$ cat src/rtl/dct_pkg.sv
// Shared widths, tag bundle and output scaling for the DCT MAC stage.
// DCT_MAC_ROUND_EN selects round-half-up scaling instead of truncation.
package dct_pkg;

  localparam int DIN_W     = 8;
  localparam int COEF_W    = 12;
  localparam int PROD_W    = DIN_W + COEF_W;
  localparam int ACC_W     = PROD_W + 3;
  localparam int OUT_W     = 12;
  localparam int SHIFT     = 11;
  localparam int BLOCK_LEN = 8;
  localparam int CNT_W     = $clog2(BLOCK_LEN);

  typedef struct packed {
    logic valid;
    logic first;
    logic last;
  } tag_t;

  function automatic logic [OUT_W-1:0] scale(
    input logic [ACC_W-1:0] sum
  );
    logic signed [ACC_W-1:0] t;
`ifdef DCT_MAC_ROUND_EN
    t = $signed(sum + ACC_W'(1 << (SHIFT - 1)));
`else
    t = $signed(sum);
`endif
    t = t >>> SHIFT;
    return t[OUT_W-1:0];
  endfunction

endpackage

$ cat src/rtl/dct_mac_mult.sv
// Stage 1: registered signed pixel x coefficient product with tag passthrough.
// Builds identically with or without DCT_MAC_ROUND_EN.
import dct_pkg::*;

module dct_mac_mult (
  input  logic              clk,
  input  logic              rst,
  input  logic              en,
  input  logic              in_valid,
  input  logic              in_first,
  input  logic              in_last,
  input  logic [DIN_W-1:0]  din,
  input  logic [COEF_W-1:0] coef,
  output logic [PROD_W-1:0] mult_res,
  output logic              s1_valid,
  output logic              s1_first,
  output logic              s1_last
);

  tag_t              tag_q, tag_d;
  logic [PROD_W-1:0] mult_q, mult_d;
  logic [PROD_W-1:0] din_x, coef_x;

  // Sign-extend both operands so the low PROD_W bits are the signed product
  assign din_x  = {{COEF_W{din[DIN_W-1]}}, din};
  assign coef_x = {{DIN_W{coef[COEF_W-1]}}, coef};

  always_comb begin
    tag_d  = tag_q;
    mult_d = mult_q;
    if (en) begin
      tag_d = {in_valid, in_valid & in_first, in_valid & in_last};
      if (in_valid)
        mult_d = din_x * coef_x;
    end
  end

  always_ff @(posedge clk) begin
    if (rst) begin
      tag_q  <= '0;
      mult_q <= '0;
    end else begin
      tag_q  <= tag_d;
      mult_q <= mult_d;
    end
  end

  assign mult_res = mult_q;
  assign s1_valid = tag_q.valid;
  assign s1_first = tag_q.first;
  assign s1_last  = tag_q.last;

endmodule

$ cat src/rtl/dct_mac_accum.sv
// Accumulates eight products into one DCT coefficient and scales it out.
// DCT_MAC_ROUND_EN selects round-half-up scaling (see dct_pkg).
import dct_pkg::*;

module dct_mac_accum (
  input  logic              clk,
  input  logic              rst,
  input  logic              in_valid,
  output logic              in_ready,
  input  logic [DIN_W-1:0]  din,
  input  logic [COEF_W-1:0] coef,
  output logic              out_valid,
  input  logic              out_ready,
  output logic [OUT_W-1:0]  dout
);

  logic              en, accept, load;
  logic [CNT_W-1:0]  cnt_q, cnt_d;
  logic [ACC_W-1:0]  acc_q, acc_d, sum, mult_x;
  logic [OUT_W-1:0]  dout_q, dout_d;
  logic              out_valid_q, out_valid_d;
  logic [PROD_W-1:0] mult_res;
  logic              s1_valid, s1_first, s1_last;

  assign en       = ~out_valid_q | out_ready;
  assign in_ready = en;
  assign accept   = in_valid & en;

  dct_mac_mult u_mult (
    .clk      (clk),
    .rst      (rst),
    .en       (en),
    .in_valid (accept),
    .in_first (cnt_q == '0),
    .in_last  (cnt_q == CNT_W'(BLOCK_LEN - 1)),
    .din      (din),
    .coef     (coef),
    .mult_res (mult_res),
    .s1_valid (s1_valid),
    .s1_first (s1_first),
    .s1_last  (s1_last)
  );

  assign mult_x = {{(ACC_W-PROD_W){mult_res[PROD_W-1]}}, mult_res};
  // A first-tagged product restarts the block with no idle cycle
  assign sum    = s1_first ? mult_x : acc_q + mult_x;
  assign load   = en & s1_valid & s1_last;

  always_comb begin
    cnt_d       = cnt_q;
    acc_d       = acc_q;
    dout_d      = dout_q;
    out_valid_d = out_valid_q;
    if (accept)
      cnt_d = cnt_q + CNT_W'(1);
    if (en & s1_valid)
      acc_d = sum;
    if (load) begin
      dout_d      = scale(sum);
      out_valid_d = 1'b1;
    end else if (out_valid_q & out_ready) begin
      out_valid_d = 1'b0;
    end
  end

  always_ff @(posedge clk) begin
    if (rst) begin
      cnt_q       <= '0;
      acc_q       <= '0;
      dout_q      <= '0;
      out_valid_q <= 1'b0;
    end else begin
      cnt_q       <= cnt_d;
      acc_q       <= acc_d;
      dout_q      <= dout_d;
      out_valid_q <= out_valid_d;
    end
  end

  assign dout      = dout_q;
  assign out_valid = out_valid_q;

endmodule
$ cat config.mk
export PLATFORM = sky130hd
export DESIGN_NAME = dct_mac_accum
export DESIGN_NICKNAME = d
export VERILOG_FILES = /design/src/rtl/dct_pkg.sv /design/src/rtl/dct_mac_mult.sv /design/src/rtl/dct_mac_accum.sv
export SDC_FILE = /design/constraint.sdc
export NUM_CORES = 1
export LEC_CHECK = 0
export ABC_AREA = 1
export CAP_MARGIN = 10
export CORE_ASPECT_RATIO = 0.8
export CORE_UTILIZATION = 35
export DETAILED_ROUTE_END_ITERATION = 10
export SETUP_SLACK_MARGIN = 0.15
export SLEW_MARGIN = 20
export SYNTH_ARGS = -nofsm -noshare
export SYNTH_HDL_FRONTEND = slang
export SYNTH_SLANG_ARGS = --single-unit
$ cat constraint.sdc
create_clock -name clk -period 9.8 [get_ports clk]
set_input_delay 1.96 -clock clk [delete_from_list [all_inputs] [get_ports clk]]
set_output_delay 1.96 -clock clk [all_outputs]
set_load 0.02 [all_outputs]
==> results by group, run 1 <==
Power and ir drop
  – Reg power frac: a little under a fifth
  – Int Power: between 0.9 and 1 mW
  – Clk network pwr share: about 17%
  – Comb pwr share: 65.0%
  – Leakage Power: about 5.0 nW
  – Power per cell area: 203 nW/um^2
  – Max VDD drop: 0.000193 V
  – Switching part of the total: 49.3%
  – NetSw: 0.880 mW

Critical path
  – Critical path required time: 10,020 ps
  – CP startpoint kind: input pin
  – R2r endpoint: dout[5]$_SDFFE_PP0P_
  – Reg-to-reg slack, setup: roughly 7300 ps
  – R2r worst-path depth: 15
  – Critical path class: in2reg
  – R2r startpoint: u_mult.mult_res[0]$_SDFFE_PP0P_
  – Worst Path Arrival: 6710 ps
  – Critical Path Sink Type: flop
  – Worst Setup SP: din[2]
  – Critical path fanouts, max: 12

Floorplanning
  – Total Die Area: 23,300 um^2
  – Row count: 48
  – I/O pins: 38
  – Core Region: 21,900 um^2
  – Starting density of the core: 36.2%
  – Die Span Y: 137 um
  – Die width: 170 um

Synthesis
  – Most used flip-flop cell after synthesis: dfxtp_1
  – Yosys reg bits: 62
  – Async set-reset flop share out of synthesis: 0%
  – Cells after Synth: roughly 1,200
  – Mapped Area: 7940 um^2
  – Count leader, synth: nand2_1
  – Post-synth top area share: 20.2%
  – Top cells by area, synth: fa_1, dfxtp_1, nand2_1
  – Avg Synthesized Cell Area: 6.58 um^2
  – Post-Syn Nets: 1,373
  – Sequential area share after synthesis: 15.6%
  – Commonest cells post-synth: nand2_1, inv_1, nor2_1
  – Netlist cell types: 37
  – Largest area contributor in the synthesized netlist: fa_1
  – Yosys warning total: 0
  – EDFF count, synth: 0

Final layout
  – Share of cells above drive strength 1: 2.63%
  – Finished Core Util: 40.1%
  – Layout area overhead: 10.6%
  – Ant diodes: 0
  – Post-layout nets: ~1,400

Placement
  – Port Buffer Count: 37
  – Placement Setup Slack: 3020 ps
  – DP HPWL: around 15 mm
  – GP Congestion: 0.903

Timing
  – Tightest Pin Transition: approximately 1000 ps
  – Clk_skew: between 8 and 9 ps
  – Fin crit period: about 6500 ps
  – Max Transition Viols Final: 0
  – Unrepaired setup endpoints after global routing: no
  – Achievable Freq: about 150 MHz
  – Final setup viols: 0
  – Period utilisation layout: 66.2%
  – Final Hold Fails: 0
  – Relative slew slack: 30.1%
  – Final worst slack: 3320 ps
  – Setup TNS Final: 0 ps

Route
  – ANT nets after route: 0
  – Via density: 4.59
  – Top routing layer used: met4
  – Detailed Route Iter0 Violations: 398
  – Residual DRC count: 0
  – Post-Route WL: approximately 18 mm
  – Total number of vias: 6,967
  – Detailed Routing Iterations Pass 1: 5
  – Met1 WL: 9.57 mm
  – WL/cell: 12.1 um
  – Routed wire length on met2: just under 8 mm
  – Met3 wire length: 907 um

CTS
  – CTS buffer count: 9
  – CTS Sinks: 62
  – # resized after CTS: 0
  – CTS tree: done
  – Clock Path Buffers: 2
  – Postcts setup bufs: 0
  – Number of hold buffers added after cts: 0
  – Clock-pin slew on the worst setup and hold paths: approximately 60 ps
  – Worst-Skew Late Latency: between 300 and 400 ps
  – H-tree Lvls: 3
  – Clock Root Buffer: clkbuf_16

Global routing
  – Largest net degree at the start of global routing: 34
  – First-pass GRT wire length: around 32 mm
  – Overall fraction of global-route tracks in use: 17.5%
  – Initial antenna violation count: 0
  – Number of global-route vias before repair: 6,772
  – GRT overflow: 0

Outcome
  – Status: finished clean

Worst hold path
  – Min-Delay Path Depth: 2
  – Min-delay worst type: reg2reg
  – Hold endpoint: u_mult.s1_valid$_SDFFE_PP0N_
  – Launch point of the worst hold path: u_mult.s1_valid$_SDFFE_PP0N_

Run
  – MaxCap Viol Count: 0
## final cells by class
cell class,count,area [um^2]
Clock inverter,6,37.5
Timing Repair Buffer,39,385
Tap cell,300,375
Sequential cell,62,1240
Fill cell,2329,13100
Inverter,305,1140
Clock buffer,10,239
Multi-Input combinational cell,797,5360
## worst max-delay path: stages
cell	delay [ps]
clkdlybuf4s50_1	810
nand2_1	280
fa_1	700
inv_1	140
fa_1	470
fa_1	540
inv_1	50
fa_1	520
inv_1	40
ha_1	350
nand2_1	120
inv_1	80
a21boi_0	230
nand3_1	110
nand2_1	60
nand3_1	60
o211ai_1	110
inv_1	70
## cell usage in the layout (no fill, tap or decap), drive strengths merged
master	instances
nand2	324
inv	303
nor2	93
fa	80
nand3	71
ha	62
dfxtp	62
a21oi	59
clkdlybuf4s50	37
o21ai	33
xor2	17
nand4	12
o21a	12
clkbuf	10
nand3b	6
o21bai	5
or2	5
clkinv	5
a21o	4
and2	3
clkinvlp	3
a31oi	2
o211ai	2
xnor2	2
buf	2
a21boi	2
a31o	1
nor3	1
o221ai	1
## worst max path at each step
stage | slack [ps] | end | cells after the start
after floorplan | 3920 | u_mult.mult_res[16]$_SDFFE_PP0P_ | 17
after global placement | 3100 | u_mult.mult_res[16]$_SDFFE_PP0P_ | 17
after detailed placement | 3020 | u_mult.mult_res[16]$_SDFFE_PP0P_ | 17
after CTS | 3350 | u_mult.mult_res[16]$_SDFFE_PP0P_ | 17
after global routing | 2950 | u_mult.mult_res[16]$_SDFFE_PP0P_ | 17
final | 3320 | u_mult.mult_res[16]$_SDFFE_PP0P_ | 18
## metrics by stage
stage          power (mW)  std cells  instance area [um^2]  hold WS (ps)
2_1_floorplan        1.24       1207                  7940           443
3_3_place_gp         1.48       1503                  8510           451
3_5_place_dp         1.49       1503                  8510           455
4_1_cts              1.80       1519                  8780           464
5_1_grt              2.01       1519                  8780           496
6_report             1.79       1519                  8780           464
## cells by family after synthesis
family          share of synthesized area (%)
fa+ha+maj                                29.9
buf+inv                                  16.9
simple gates                             26.9
compound gates                           8.59
xor+xnor                                 2.10
flops                                    15.6
## sequential cells by signal, indices dropped and copies added, names as in the netlist
signal / flops
u_mult.mult_res: 20
u_mult.s1_last: 1
u_mult.s1_first: 1
acc_q: 23
cnt_q: 3
out_valid: 1
dout: 12
u_mult.s1_valid: 1
## metal layers
metal,up-vias,track usage [%]
met4,0,2.95
li1,3607,-
met5,-,0
met3,11,3.12
met1,3219,25.3
met2,130,27.5
## power by group through the flow
stage / registers (mW) / clock network [mW] / logic (mW)
finish: 0.327 / 0.299 / 1.16
global route: 0.333 / 0.319 / 1.36
CTS: 0.328 / 0.306 / 1.16
detailed placement: 0.333 / 0 / 1.15
global placement: 0.332 / 0 / 1.15
floorplan: 0.318 / 0 / 0.922
(Power assumes the default switching activity.)
==> inputs of run 2 (changes only) <==
==> constraint.sdc (replaced) <==
create_clock -name clk -period 6.6 [get_ports clk]
set_input_delay 1.32 -clock clk [delete_from_list [all_inputs] [get_ports clk]]
set_output_delay 1.32 -clock clk [all_outputs]
set_load 0.02 [all_outputs]
==> run 2 against run 1 <==
Global-route usage is 0.19 points higher; critical endpoint unchanged; non-clock buffer count is 3 higher; clock power rose by 57%; count of clock-buffer cells in the layout up 1; register-to-register slack lost 3500 ps; largest cell class unchanged; critical path type unchanged.
==> results by group, run 2 (synthesis results as in run 1) <==
Route
  – Total number of vias: 6,976
  – WL/cell: 12.2 um
  – Met3 wire length: 895 um
  – Met1 WL: 9.75 mm
  – ANT nets after route: 0
  – Post-Route WL: 18.6 mm
  – Top routing layer used: met4
  – Detailed Route Iter0 Violations: 421
  – Detailed Routing Iterations Pass 1: 7
  – Residual DRC count: 0
  – Via density: 4.58
  – Routed wire length on met2: 7.85 mm

Floorplanning
  – I/O pins: 38
  – Core Region: 21,900 um^2
  – Starting density of the core: between 30% and 40%
  – Row count: 48
  – Total Die Area: 23,300 um^2
  – Die width: 170 um
  – Die Span Y: 137 um

Final layout
  – Layout area overhead: 11.1%
  – Final std cells w/o fill: between 1,500 and 2,000
  – Max FFs per register: 23
  – Post-layout nets: 1,383
  – Reg with most FFs: acc_q
  – Commonest cells after routing, fill and taps aside: nand2_1, inv_1, nor2_1
  – Design area: 8820 um^2
  – Fillers: 2,338
  – Share of cells above drive strength 1: roughly 2.7%
  – Commonest non-fill, non-tap cell in the layout: nand2_1

Power and ir drop
  – Reg power frac: 18.2%
  – Power per cell area: 303 nW/um^2
  – Leakage Power: a little over 5 nW
  – NetSw: 1.29 mW
  – Switching part of the total: approximately half
  – Max VDD drop: approximately 0.00022 V
  – Comb pwr share: 64.3%
  – Clk network pwr share: ~18%
  – Int Power: 1.38 mW

CTS
  – CTS Sinks: 62
  – CTS buffer count: 9
  – H-tree Lvls: 3
  – Number of hold buffers added after cts: 0
  – Clock-pin slew on the worst setup and hold paths: around 50 ps
  – CTS tree: done
  – # resized after CTS: 0
  – Worst-Skew Late Latency: 340 ps
  – Clock Path Buffers: 2
  – Postcts setup bufs: 0
  – Clock Root Buffer: clkbuf_16

Critical path
  – Critical path fanouts, max: 12
  – Critical path class: in2reg
  – Reg-to-reg slack, setup: 3790 ps
  – Worst Setup SP: din[3]
  – Critical path required time: 6830 ps
  – R2r startpoint: out_valid$_SDFFE_PP0P_
  – Critical Path Sink Type: flop
  – Worst Path Arrival: 5930 ps
  – CP startpoint kind: input pin

Worst hold path
  – Launch point of the worst hold path: u_mult.s1_valid$_SDFFE_PP0N_
  – Min-delay worst type: reg2reg

Placement
  – Dpl cells: 1,506
  – GP Congestion: 0.917
  – DP Area: about 8500 um^2
  – Port Buffer Count: 37
  – DP HPWL: approximately 15 mm

Run
  – MaxCap Viol Count: 0

Timing
  – Period utilisation layout: 86.5%
  – Fin crit period: 5710 ps
  – Max Transition Viols Final: 0
  – Setup TNS Final: 0 ps
  – Final setup viols: 0
  – Final Hold Fails: 0
  – Unrepaired setup endpoints after global routing: no
  – Relative slew slack: 29.8%
  – Clk_skew: between 7 and 8 ps
  – Achievable Freq: 175 MHz
  – Tightest Pin Transition: 1050 ps

Global routing
  – Largest net degree at the start of global routing: 34
  – GRT overflow: 0
  – First-pass GRT wire length: 32.8 mm
  – Initial antenna violation count: 1
  – Number of global-route vias before repair: a little under 7,000
  – Overall fraction of global-route tracks in use: 17.7%

Outcome
  – Status: finished clean
==> run 2: worst paths after layout <==
check,end,cells past startpoint
max,u_mult.mult_res[16]$_SDFFE_PP0P_,18
min,u_mult.s1_valid$_SDFFE_PP0N_,2
max reg2reg,acc_q[0]$_SDFFE_PP0P_,7
min reg2reg,u_mult.s1_valid$_SDFFE_PP0N_,2
==> run 2: metal layers <==
layer / up-vias / track usage, %
met1: 3228 / 25.5
met4: 0 / 3.15
li1: 3612 / -
met5: - / 0
met3: 17 / 3.21
met2: 119 / 27.8
==> run 2: final cells by class <==
type	count	area [um^2]	share of cell area, %
repair buffers	42	408	4.62
multi-input cells	797	5360	60.8
clock buffers	11	243	2.75
flip-flops and latches	62	1240	14.1
well taps	300	375	4.25
clock inverters	4	47.5	0.539
inverters	305	1140	13.0
diodes	1	2.50	0.0284
==> run 2: power by group through the flow <==
stage	clock (mW)	sequential (mW)	combinational [mW]
2_1_floorplan	0	0.473	1.37
3_3_place_gp	0	0.494	1.70
3_5_place_dp	0	0.494	1.72
4_1_cts	0.480	0.487	1.73
5_1_grt	0.499	0.494	2.04
6_report	0.470	0.486	1.72
==> run 2: per-stage QoR <==
step / total power [mW] / setup WS [ps] / utilization, % / hold WS [ps]
2_1_floorplan: 1.84 / 1360 / - / 443
3_3_place_gp: 2.19 / 617 / 38.9 / 450
3_5_place_dp: 2.22 / 530 / 38.9 / 455
4_1_cts: 2.70 / 872 / 40.2 / 464
5_1_grt: 3.03 / 536 / 40.2 / 491
6_report: 2.68 / 894 / 40.3 / 463
==> run 2: critical path, stage by stage <==
cell and delay (ps):
clkdlybuf4s50_1 800, nand2_1 200, fa_1 640, inv_1 130
fa_1 470, fa_1 540, inv_1 50, fa_1 520
inv_1 40, ha_1 340, nand2_1 120, inv_1 80
a21boi_0 250, nand3_1 110, nand2_1 60, nand3_1 60
o211ai_1 120, inv_1 60
==> inputs of run 3 (changes only) <==
--- a/config.mk
+++ b/config.mk
@@ -10,6 +10,7 @@
 export CORE_ASPECT_RATIO = 0.8
 export CORE_UTILIZATION = 35
 export DETAILED_ROUTE_END_ITERATION = 10
+export HOLD_SLACK_MARGIN = 0.02
 export SETUP_SLACK_MARGIN = 0.15
 export SLEW_MARGIN = 20
 export SYNTH_ARGS = -nofsm -noshare
==> constraint.sdc (replaced) <==
create_clock -name clk -period 7.3 [get_ports clk]
set_input_delay 1.46 -clock clk [delete_from_list [all_inputs] [get_ports clk]]
set_output_delay 1.46 -clock clk [all_outputs]
set_load 0.02 [all_outputs]
==> run 3 against run 2 <==
Sequential power is 9.7% lower; first-iteration DRC count is 14% lower; critical path depth stayed put; count of clock-buffer cells in the layout is 1 higher; critical path type unchanged; global-route usage is 0.43 points lower.
==> results by group, run 3 (synthesis results as in run 1) <==
Floorplanning
  – Row count: 48
  – I/O pins: 38
  – Core Region: 21,900 um^2
  – Total Die Area: 23,300 um^2
  – Die width: approximately 170 um
  – Starting density of the core: 36.2%
  – Die Span Y: 137 um

Final layout
  – Share of cells above drive strength 1: 2.46%
  – Post-layout nets: 1,380
  – Ant diodes: 0
  – Max FFs per register: 23
  – Reg with most FFs: acc_q
  – Commonest cells after routing, fill and taps aside: nand2_1, inv_1, nor2_1
  – Commonest non-fill, non-tap cell in the layout: nand2_1
  – Layout area overhead: 11.2%

Run
  – MaxCap Viol Count: 0

Critical path
  – Critical path required time: 7530 ps
  – Critical-path cell list: clkdlybuf4s50_1 > nand2_1 > fa_1 > inv_1 > fa_1 > fa_1 > inv_1 > fa_1 > inv_1 > ha_1 > nand2_1 > inv_1 > a21boi_0 > nand3_1 > nand2_1 > nand3_1 > o211ai_1 > inv_1
  – Cell family with the largest share of critical-path delay: adder cells
  – Worst Path Arrival: 6170 ps
  – Critical Path Sink Type: flop
  – Critical path fanouts, max: 12
  – Critical path class: in2reg
  – CP startpoint kind: input pin
  – Slowest-stage cell, CP: clkdlybuf4s50_1
  – Buffers plus inverters on the worst setup path: 6
  – Most numerous cell on the critical path: inv_1
  – Critical path's largest stage delay: 810 ps

Timing
  – Relative slew slack: between 20% and 30%
  – Setup TNS Final: 0 ps
  – Period utilisation layout: between 80% and 90%
  – Final Hold Fails: 0
  – Fin crit period: about 5900 ps
  – Unrepaired setup endpoints after global routing: no
  – Final setup viols: 0
  – Achievable Freq: 168 MHz
  – Fin Hold WS: 468 ps
  – Clk_skew: 8.80 ps
  – Tightest Pin Transition: 1090 ps
  – Max Transition Viols Final: 0

CTS
  – CTS tree: done
  – Worst-Skew Late Latency: 340 ps
  – CTS buffer count: 9
  – Number of hold buffers added after cts: 0
  – CTS Sinks: between 60 and 70
  – # resized after CTS: 0
  – Postcts setup bufs: 0
  – Clock-pin slew on the worst setup and hold paths: 60 ps
  – Clock Path Buffers: 2
  – Clock Root Buffer: clkbuf_16
  – H-tree Lvls: 3

Global routing
  – Largest net degree at the start of global routing: 34
  – Overall fraction of global-route tracks in use: about 17%
  – Initial antenna violation count: 0
  – Number of global-route vias before repair: 6,755
  – GRT overflow: 0
  – First-pass GRT wire length: 32.2 mm

Power and ir drop
  – Power per cell area: between 200 and 300 nW/um^2
  – Max VDD drop: 0.000262 V
  – Leakage Power: 5.06 nW

Route
  – Total number of vias: just under 7,000
  – Post-Route WL: 18.4 mm
  – Residual DRC count: 0
  – Detailed Routing Iterations Pass 1: 6
  – WL/cell: 12.1 um
  – ANT nets after route: 0
  – Detailed Route Iter0 Violations: 361
  – Via density: 4.58

Placement
  – GP Congestion: 0.902
  – Port Buffer Count: 37
  – DP HPWL: about 15 mm

Worst hold path
  – Min-delay worst type: reg2reg

Outcome
  – Status: finished clean
[run 3: changes by cell type in the layout (fill, tap and decap cells not counted)]
cell / change
clkbuf_8: +1
inv_1: +1
diode_2: -1
buf_4: -3
clkinv_1: -1
bufinv_16: +1
clkinv_2: -2
[run 3: tightest hold or removal path: cells and delay by family, from the launching register on]
| family | cells | cell delay [ps] |
|---|---|---|
| DFF | 1 | 310 |
| and+or+nand+nor | 1 | 60 |
| AOI/OAI and AO/OA | 1 | 50 |
[run 3: routing by layer]
metal,track usage [%],up-vias,routed length (um)
li1,-,3607,-
met1,25.3,3200,9630
met2,27.3,132,7830
met3,2.92,9,899
met4,1.95,0,86
met5,0,-,0
[run 3: cell type report]
| type | count | area (um^2) |
|---|---|---|
| Fill cell | 2324 | 13100 |
| Multi-Input combinational cell | 797 | 5360 |
| Sequential cell | 62 | 1240 |
| Inverter | 305 | 1140 |
| Timing Repair Buffer | 39 | 385 |
| Tap cell | 300 | 375 |
| Clock buffer | 12 | 256 |
| Clock inverter | 3 | 67.6 |
[run 3: where the power goes]
part | switching [mW] | internal, mW | leakage [nW] | total, mW
clock | 0.157 | 0.316 | 0.155 | 0.472
combinational | 0.978 | 0.586 | 4.39 | 1.56
sequential | 0.0466 | 0.392 | 0.509 | 0.439
total | 1.18 | 1.29 | 5.06 | 2.48
[run 3: through the flow]
stage / std cells / utilization (%) / worst slack [ps] / instance area, um^2 / power [mW]
finish: 1518 / 40.3 / 1360 / 8830 / 2.48
global route: 1518 / 40.3 / 981 / 8830 / 2.80
CTS: 1518 / 40.3 / 1340 / 8830 / 2.48
detailed placement: 1503 / 38.8 / 1000 / 8510 / 2.00
global placement: 1503 / 38.8 / 1100 / 8510 / 1.99
floorplan: 1207 / - / 1920 / 7940 / 1.66
[run 3: path summary, 6_finish.rpt]
kind,from,depth (start not counted),slack (ps),endpoint
worst max-delay path,din[2],18,1360,u_mult.mult_res[16]$_SDFFE_PP0P_
worst max register to register,u_mult.mult_res[0]$_SDFFE_PP0P_,15,4820,acc_q[16]$_SDFFE_PP0P_
worst min-delay path,u_mult.s1_last$_SDFFE_PP0N_,2,470,u_mult.s1_last$_SDFFE_PP0N_
worst min register to register,u_mult.s1_last$_SDFFE_PP0N_,2,470,u_mult.s1_last$_SDFFE_PP0N_
